`config.mk`:
```
export PLATFORM = sky130hd
export DESIGN_NAME = pc_fetch_reg
export DESIGN_NICKNAME = d
export VERILOG_FILES = /design/src/rtl/pc_fetch_reg.sv
export SDC_FILE = /design/constraint.sdc
export NUM_CORES = 1
export LEC_CHECK = 0
export CAP_MARGIN = 20
export CORE_ASPECT_RATIO = 0.8
export CORE_MARGIN = 5
export CORE_UTILIZATION = 50
export CTS_CLUSTER_SIZE = 16
export DETAILED_ROUTE_END_ITERATION = 10
export PLACE_DENSITY = 0.86
export SKIP_CTS_REPAIR_TIMING = 1
export SYNTH_ARGS = -nofsm -noshare
export SYNTH_HDL_FRONTEND = slang
export SYNTH_SLANG_ARGS = --single-unit
export TNS_END_PERCENT = 50
```
`constraint.sdc`:
```
create_clock -name clk -period 4.1 [get_ports clk]
set_input_delay 0.615 -clock clk [delete_from_list [all_inputs] [get_ports clk]]
set_output_delay 0.615 -clock clk [all_outputs]
set_load 0.1 [all_outputs]
```
`src/rtl/pc_fetch_reg.sv`:
```
// pc_fetch_reg: program-counter register for the fetch stage.
// Picks the next PC from add4_res, a branch target or a jump target.
// Holds PC on stall or IMEM backpressure, and buffers one redirect while no
// fetch is accepted. Supports halt and counts accepted fetches.
// Optional feature macro: PC_ALIGN_CHECK_EN. When it is defined, redirect
// targets are word-aligned and a sticky misalign flag is raised.
//
// Handshake: a fetch is accepted on a rising edge where fetch_valid=1,
// fetch_ready=1 and stall=0. fetch_valid does not depend on fetch_ready.
// pc_out stays stable while fetch_valid=1 and no accept happens.
module pc_fetch_reg #(
    parameter logic [31:0] RESET_VECTOR = 32'h0000_0000,
    parameter int          CNT_W        = 32
) (
    input  logic             clk,
    input  logic             rst_n,
    input  logic [31:0]      add4_res,
    output logic [31:0]      pc_out,
    output logic             fetch_valid,
    input  logic             fetch_ready,
    input  logic             stall,
    input  logic             branch_taken,
    input  logic [31:0]      branch_target,
    input  logic             jump,
    input  logic [31:0]      jump_target,
    input  logic             halt,
    output logic             halted,
    output logic [CNT_W-1:0] fetch_count,
    output logic             misalign,
    output logic [1:0]       dbg_state
);

    typedef enum logic [1:0] {
        ST_BOOT = 2'd0,
        ST_RUN  = 2'd1,
        ST_HALT = 2'd2
    } state_t;

    state_t      state;
    logic        pend_valid;
    logic [31:0] pend_target;
    logic        misalign_q;

    logic        accept;
    logic        live_redir;
    logic [31:0] live_target;
    logic        redir_use;
    logic [31:0] redir_target;
    logic [31:0] load_target;
    logic        target_bad;

    // Select the redirect source: a live jump wins over a live branch, and any
    // live redirect wins over a buffered one.
    always_comb begin
        accept       = fetch_valid & fetch_ready & ~stall;
        live_redir   = jump | branch_taken;
        live_target  = jump ? jump_target : branch_target;
        redir_use    = accept & (live_redir | pend_valid);
        redir_target = live_redir ? live_target : pend_target;
`ifdef PC_ALIGN_CHECK_EN
        load_target  = redir_target & ~32'h3;
        target_bad   = |redir_target[1:0];
`else
        load_target  = redir_target;
        target_bad   = 1'b0;
`endif
    end

    // FSM, PC register, pending redirect, fetch counter and sticky flag.
    always_ff @(posedge clk or negedge rst_n) begin
        if (!rst_n) begin
            state       <= ST_BOOT;
            pc_out      <= RESET_VECTOR;
            fetch_valid <= 1'b0;
            halted      <= 1'b0;
            fetch_count <= '0;
            pend_valid  <= 1'b0;
            pend_target <= 32'h0;
            misalign_q  <= 1'b0;
        end else begin
            case (state)
                ST_BOOT: begin
                    state       <= ST_RUN;
                    fetch_valid <= 1'b1;
                end
                ST_RUN: begin
                    if (accept) begin
                        pc_out      <= redir_use ? load_target : add4_res;
                        fetch_count <= fetch_count + {{(CNT_W-1){1'b0}}, 1'b1};
                        // Any accept consumes or supersedes the buffered redirect.
                        pend_valid  <= 1'b0;
                        if (redir_use && target_bad) begin
                            misalign_q <= 1'b1;
                        end
                    end else if (live_redir) begin
                        pend_valid  <= 1'b1;
                        pend_target <= live_target;
                    end
                    // The fetch in flight this cycle still completes; halting
                    // only stops further requests.
                    if (halt) begin
                        state       <= ST_HALT;
                        fetch_valid <= 1'b0;
                        halted      <= 1'b1;
                    end
                end
                ST_HALT: begin
                    fetch_valid <= 1'b0;
                    halted      <= 1'b1;
                end
                default: begin
                    state       <= ST_HALT;
                    fetch_valid <= 1'b0;
                    halted      <= 1'b1;
                end
            endcase
        end
    end

    assign misalign  = misalign_q;
    assign dbg_state = state;

endmodule

```
==> out/qor.yml, run 1 <==
timing:
  slew_headroom: 0.285
  period_minus_slack_ps: 2600
  maxSlewViolCount: 0
  finClkSkew_ps: 10.7
  finalHoldViolations: 0
  finalCritPeriodShare: 0.635
  tns_ps: 0
  max_freq_mhz: 384
  rsz0062_at_grt: "no"
  setup_viol: 0
  worstMarginPinSlew_ps: 1070
floorplan:
  row_count: 33
  start_util: 0.510
  io_pins: 172
  die_x_um: 124
  dieArea_mm2: 0.0125
  core_mm2: 0.0102
  die_h_um: 101
place:
  placed_cells: 852
  place_hpwl_um: 10300
  place_congestion: 0.841
  portBuffers: 170
routing:
  drt_wl_total_um: 14000
  avgViaCountPerCell: 5.36
  wire_per_inst_um: 16.1
  first_pass_iters: 4
  dr.first_iter.drc_count: 332
  ant_nets: 0
  drc: 0
  vias: 4654
synthesis:
  async_reset_ff_frac: 1.00
  synth_cell_types: 36
  yosysTopAreaCell: "dfrtp_1"
  synth_top_area_frac: 0.486
  netlist_instances: 571
  synth-edff-count: 0
  synthTopCellsByArea: "dfrtp_1, nor2_1, mux2i_1, o21ai_0, nand2_1"
  ys.flop_type: "dfrtp_1"
  synth_fp_nets: 675
  ys_ff_latch: 101
  yosysWarnings: 0
  netlist_area_mm2: 0.00520
  syn_area_per_cell_um2: 9.10
  synth_seq_area_share: 0.486
power:
  clkPwrFrac: 0.265
  power_mw: 3.07
  p_seq_frac: 0.425
  switchingPower_mw: 1.12
  power_density_mw_per_mm2: 423
  swShare: 0.366
  p_int_mw: 1.95
  combinationalPowerShare: 0.310
  p_leak_nw: 3.18
  vdd_ir_drop_max_uv: 292
layout:
  fillers: 778
  drive_above_1_share: 0.0701
  final_cells: 869
  final_nets: 827
  finish.utilization: 0.711
  area_delta_synth_final_pct: 39.5
clock_tree:
  clkSinkCount: 101
  clk-insertion-delay-late_ps: 340
  clk_path_buf_depth: 2
  cts_buffers: 9
  clk_pin_slew_worst_paths_ps: 70
  htree_levels: 3
  cts-root-buf: "clkbuf_16"
  cts_tree: "built"
grt:
  antenna_found_initial: 2
  grt_overflow: 0
  gr-usage-all-layers: 0.229
  grt_pass1_wl_um: 22800
  grt_pass1_vias: 4715
  grt_max_degree: 72
worst_setup_path:
  cpMaxStageDelayCell: "clkdlybuf4s50_1"
  cp_top_family: "buffers and inverters"
  crit_buf_inv: 1
  cp-start-kind: "register"
  worst-path-max-fanout: 5
  worstPathArrival_ps: 1990
  cp.required_ps: 3480
  path_cells: "clkdlybuf4s50_1"
  path_class: "register to primary output"
  critPathCaptureType: "primary output"
  crit_path_max_incr_delay_ps: 1180
hold_path:
  hp-class: "primary input to async pin"
status:
  outcome: "completed"
flow_run:
  cap_violations: 0
metrics by stage:
step                      setup WS [ps]  hold WS [ps]  instance area, µm²
after global placement             1570           453                6970
after detailed placement           1510           470                6970
final                              1500           403                7250
after CTS                          1490           433                7250
after global routing               1440           463                7250
after floorplan                    1670           319                5200
worst paths after layout:
| path | startpoint | endpoint | slack [ps] | depth (start not counted) |
|---|---|---|---|---|
| max in group asynchronous | rst_n | pend_target[22] | 2710 | 2 |
| setup reg to reg | dbg_state[0] | pend_target[31] | 2080 | 3 |
| min in group clk | pend_target[22] | pend_target[22] | 480 | 2 |
| hold / removal | rst_n | fetch_valid | 400 | 1 |
| setup / recovery | fetch_count[17] | fetch_count[17] | 1500 | 1 |
| hold reg to reg | pend_target[22] | pend_target[22] | 480 | 2 |
layout by cell type, fill, tap and decap left out, types with 4 or more instances in the layout:
master / count
nand3_1: 6
o21ai_0: 63
and2_1: 30
nor4_2: 7
nor2_1: 97
inv_1: 8
and3_1: 4
mux2i_1: 32
xor2_1: 19
clkdlybuf4s50_1: 167
nand4_1: 9
nand2_1: 80
buf_4: 7
dfrtp_1: 101
clkbuf_16: 9
nor3_2: 9
xnor2_1: 12
a31oi_1: 32
cell usage after synthesis, types with 7 or more instances:
master,n
a31oi_1,32
and2_1,30
buf_2,8
clkbuf_1,24
dfrtp_1,101
inv_1,8
mux2i_1,32
nand2_1,81
nand4_1,9
nor2_1,97
nor3_2,8
nor4_2,7
o21ai_0,63
xnor2_1,12
xor2_1,19
power groups by stage:
stage	Sequential, mW	Combinational, mW	Clock [mW]
2_1_floorplan	1.66	0.301	0
3_3_place_gp	1.31	0.933	0
3_5_place_dp	1.32	0.960	0
4_1_cts	1.30	0.959	0.827
5_1_grt	1.33	1.03	0.872
6_report	1.30	0.952	0.813
layer usage:
| metal | track usage | part of all wire | routed length [µm] |
|---|---|---|---|
| met4 | 0.0513 | 0.0091 | 128 |
| met1 | 0.299 | 0.42 | 5830 |
| met3 | 0.0692 | 0.081 | 1140 |
| met2 | 0.380 | 0.49 | 6910 |
| met5 | 0 | 0.00093 | 13 |
kinds of logic (layout without fill, tap and decap cells):
group,count (synthesis),in the layout,synth area share
DFF,101,101,0.486
muxes,35,35,0.0681
adders and majority gates,1,1,0.00241
and+or+nand+nor,261,261,0.252
xor gates and xnor gates,31,31,0.0522
buffers and inverters,43,200,0.0359
AOI/OAI and AO/OA,98,98,0.103
other,1,2,0.000722
flip-flops by register name, indices dropped and copies added (netlist names):
register and flops:
pend_target 32, fetch_valid 1, pend_valid 1, pc_out 32
dbg_state 2, fetch_count 32, halted 1
layout make-up:
type	count	area [µm²]	area share
Sequential cell	101	2530	0.349
Multi-Input combinational cell	427	2500	0.345
Timing Repair Buffer	176	1730	0.239
Clock buffer	10	239	0.0330
Tap cell	140	175	0.0242
Clock inverter	6	43.8	0.00604
Inverter	8	30.0	0.00414
Antenna cell	1	2.50	0.000345
Power figures use the tool's default switching activity.
==> run 2, diff against run 1 <==
--- a/config.mk
+++ b/config.mk
@@ -8,10 +8,10 @@
 export CAP_MARGIN = 20
 export CORE_ASPECT_RATIO = 0.8
 export CORE_MARGIN = 5
-export CORE_UTILIZATION = 50
+export CORE_UTILIZATION = 46
 export CTS_CLUSTER_SIZE = 16
 export DETAILED_ROUTE_END_ITERATION = 10
-export PLACE_DENSITY = 0.86
+export PLACE_DENSITY = 0.8
 export SKIP_CTS_REPAIR_TIMING = 1
 export SYNTH_ARGS = -nofsm -noshare
 export SYNTH_HDL_FRONTEND = slang
==> constraint.sdc (replaced) <==
create_clock -name clk -period 2.4 [get_ports clk]
set_input_delay 0.36 -clock clk [delete_from_list [all_inputs] [get_ports clk]]
set_output_delay 0.36 -clock clk [all_outputs]
set_load 0.1 [all_outputs]
==> run 2 against run 1 <==
Net effect:
- sequential power is 71% higher
- non-clock buffer count is 7 higher
- sequential share of layout area is 0.15 points higher
- register-to-register slack worse by 1600 ps
- sequential cell count stayed put
- routed wire length is 1.4% higher
- global-route usage is 1.9 points lower
- critical endpoint is now fetch_count[17]
- utilization is 5.2 points lower
- combinational power is 69% higher
- total power is 79% higher
- hold slack better by 36 ps
- largest cell class unchanged
- clock skew is 1.5 ps lower
==> out/qor.yml, run 2 (synthesized netlist as in run 1, its figures left out) <==
worst_setup_path:
  rr_worst_depth: 5  # +2
  cp.required_ps: 2660  # -820 ps
  worstReg2RegEnd: "fetch_count[26]"
  path_class: "primary input to register"
  crit_end: "fetch_count[17]"
  cp-startpoint: "fetch_ready"
  r2r_start: "fetch_count[0]"
  critPathCaptureType: "register"
  cp-start-kind: "primary input"
  rrSetupSlack_ps: 520  # -1560 ps
  worstPathArrival_ps: 2200  # +210 ps
  worst-path-max-fanout: 7  # +2
timing:
  rsz0062_at_grt: "no"
  tns_ps: 0  # unchanged
  worstMarginPinSlew_ps: 1020  # -54.4 ps
  final.setup.worst_slack_ps: 463  # -1030 ps
  max_freq_mhz: 516
  finalHoldViolations: 0  # unchanged
  setup_viol: 0  # unchanged
  period_minus_slack_ps: 1940
  hold_ws_ps: 438  # +35.7 ps
  finClkSkew_ps: 9.17  # -1.50 ps
  slew_headroom: 0.322  # +0.0362
  maxSlewViolCount: 0  # unchanged
  finalCritPeriodShare: 0.807
layout:
  drive_above_1_share: 0.173  # +0.103
  diodes: 0  # -1
  final_nets: 834  # +0.85%
  area_delta_synth_final_pct: 39.0
  fin_area_mm2: 0.00723  # -0.33%
  finish.utilization: 0.658  # -0.0525
  reg_top3: "fetch_count x32, pc_out x32, pend_target x32"
  layout_common_cells: "dfrtp_1, clkdlybuf4s50_1, nor2_1"
  final_cells: 879  # +1.2%
grt:
  gr-usage-all-layers: 0.210  # -0.0191
  grt_util_met2: 0.337  # -0.0432
  grt_max_degree: 61  # -15%
  grt_overflow: 0  # unchanged
  grt_pass1_wl_um: 23100  # +1.2%
  grt-busiest-layer: "met2"
  met3_usage: 0.0541  # -0.0152
  grtUsageMet1: 0.285  # -0.0135
  antenna_found_initial: 0  # -2
  grt_pass1_vias: 4553  # -3.4%
routing:
  wire_per_inst_um: 16.2  # +0.25%
  first_pass_iters: 5  # +1
  avgViaCountPerCell: 5.26  # -1.7%
  drc: 0  # unchanged
  dr.first_iter.drc_count: 254  # -23%
  drt_wl_total_um: 14200  # +1.4%
  vias: 4626  # -0.60%
  ant_nets: 0  # unchanged
clock_tree:
  cts_buffers: 9  # unchanged
  cts_tree: "built"
  cts-root-buf: "clkbuf_16"
  clkSinkCount: 101  # unchanged
  clk-insertion-delay-late_ps: 340  # about the same
  htree_levels: 3  # unchanged
  clk_pin_slew_worst_paths_ps: 70  # about the same
  clk_path_buf_depth: 2  # unchanged
floorplan:
  dieArea_mm2: 0.0135  # +7.9%
  io_pins: 172  # unchanged
  start_util: 0.474  # -0.0361
  core_mm2: 0.0110  # +7.6%
  row_count: 34  # +3.0%
  die_h_um: 105  # +3.8%
  die_x_um: 129  # +3.9%
status:
  outcome: "completed"
place:
  portBuffers: 170  # unchanged
  place_hpwl_um: 10600  # +2.7%
  place_ws_ps: 113  # -1400 ps
  postPlaceCellArea_mm2: 0.00687  # -1.3%
  placed_cells: 862  # +1.2%
  place_congestion: 0.862  # +2.5%
power:
  power_density_mw_per_mm2: 759  # +79%
  p_leak_nw: 3.36  # +5.5%
  vdd_ir_drop_max_uv: 408  # +40%
  power_mw: 5.49  # +79%
flow_run:
  cap_violations: 0  # unchanged
hold_path:
  hp-class: "primary input to register"
-- run 2: cell type report --
| cell class | instances | area (µm²) |
|---|---|---|
| timing repair buffer | 183 | 1640 |
| multi-input combinational | 427 | 2500 |
| fill | 889 | 3750 |
| tap | 144 | 180 |
| inverter | 8 | 30.0 |
| clock inverter | 4 | 77.6 |
| sequential | 101 | 2530 |
| clock buffer | 12 | 267 |
-- run 2: worst min-delay path by stage --
stage	start	end	slack, ps	depth (start not counted)
after floorplan	rst_n	dbg_state[0]	60	0
after global placement	rst_n	pc_out[24]	290	1
after detailed placement	rst_n	pc_out[28]	290	1
after CTS	rst_n	fetch_count[31]	-70	1
after global routing	rst_n	pc_out[24]	490	2
final	branch_taken	pend_valid	440	3
-- run 2: per-layer routing --
layer	wire, µm	vias to the layer above
li1	-	2252
met1	6290	2212
met2	6800	144
met3	972	18
met4	165	0
met5	0	-
-- run 2: power breakdown --
part / switching (mW) / internal [mW] / total, mW
Clock: 0.649 / 1.01 / 1.66
Sequential: 0.190 / 2.03 / 2.22
Combinational: 1.08 / 0.530 / 1.61
Total: 1.92 / 3.57 / 5.49
-- run 2: worst max-delay path: stages --
cell	delay, ps
clkdlybuf4s50_1	510
nand3b_4	160
or4_1	730
nor4_4	280
xor2_1	160
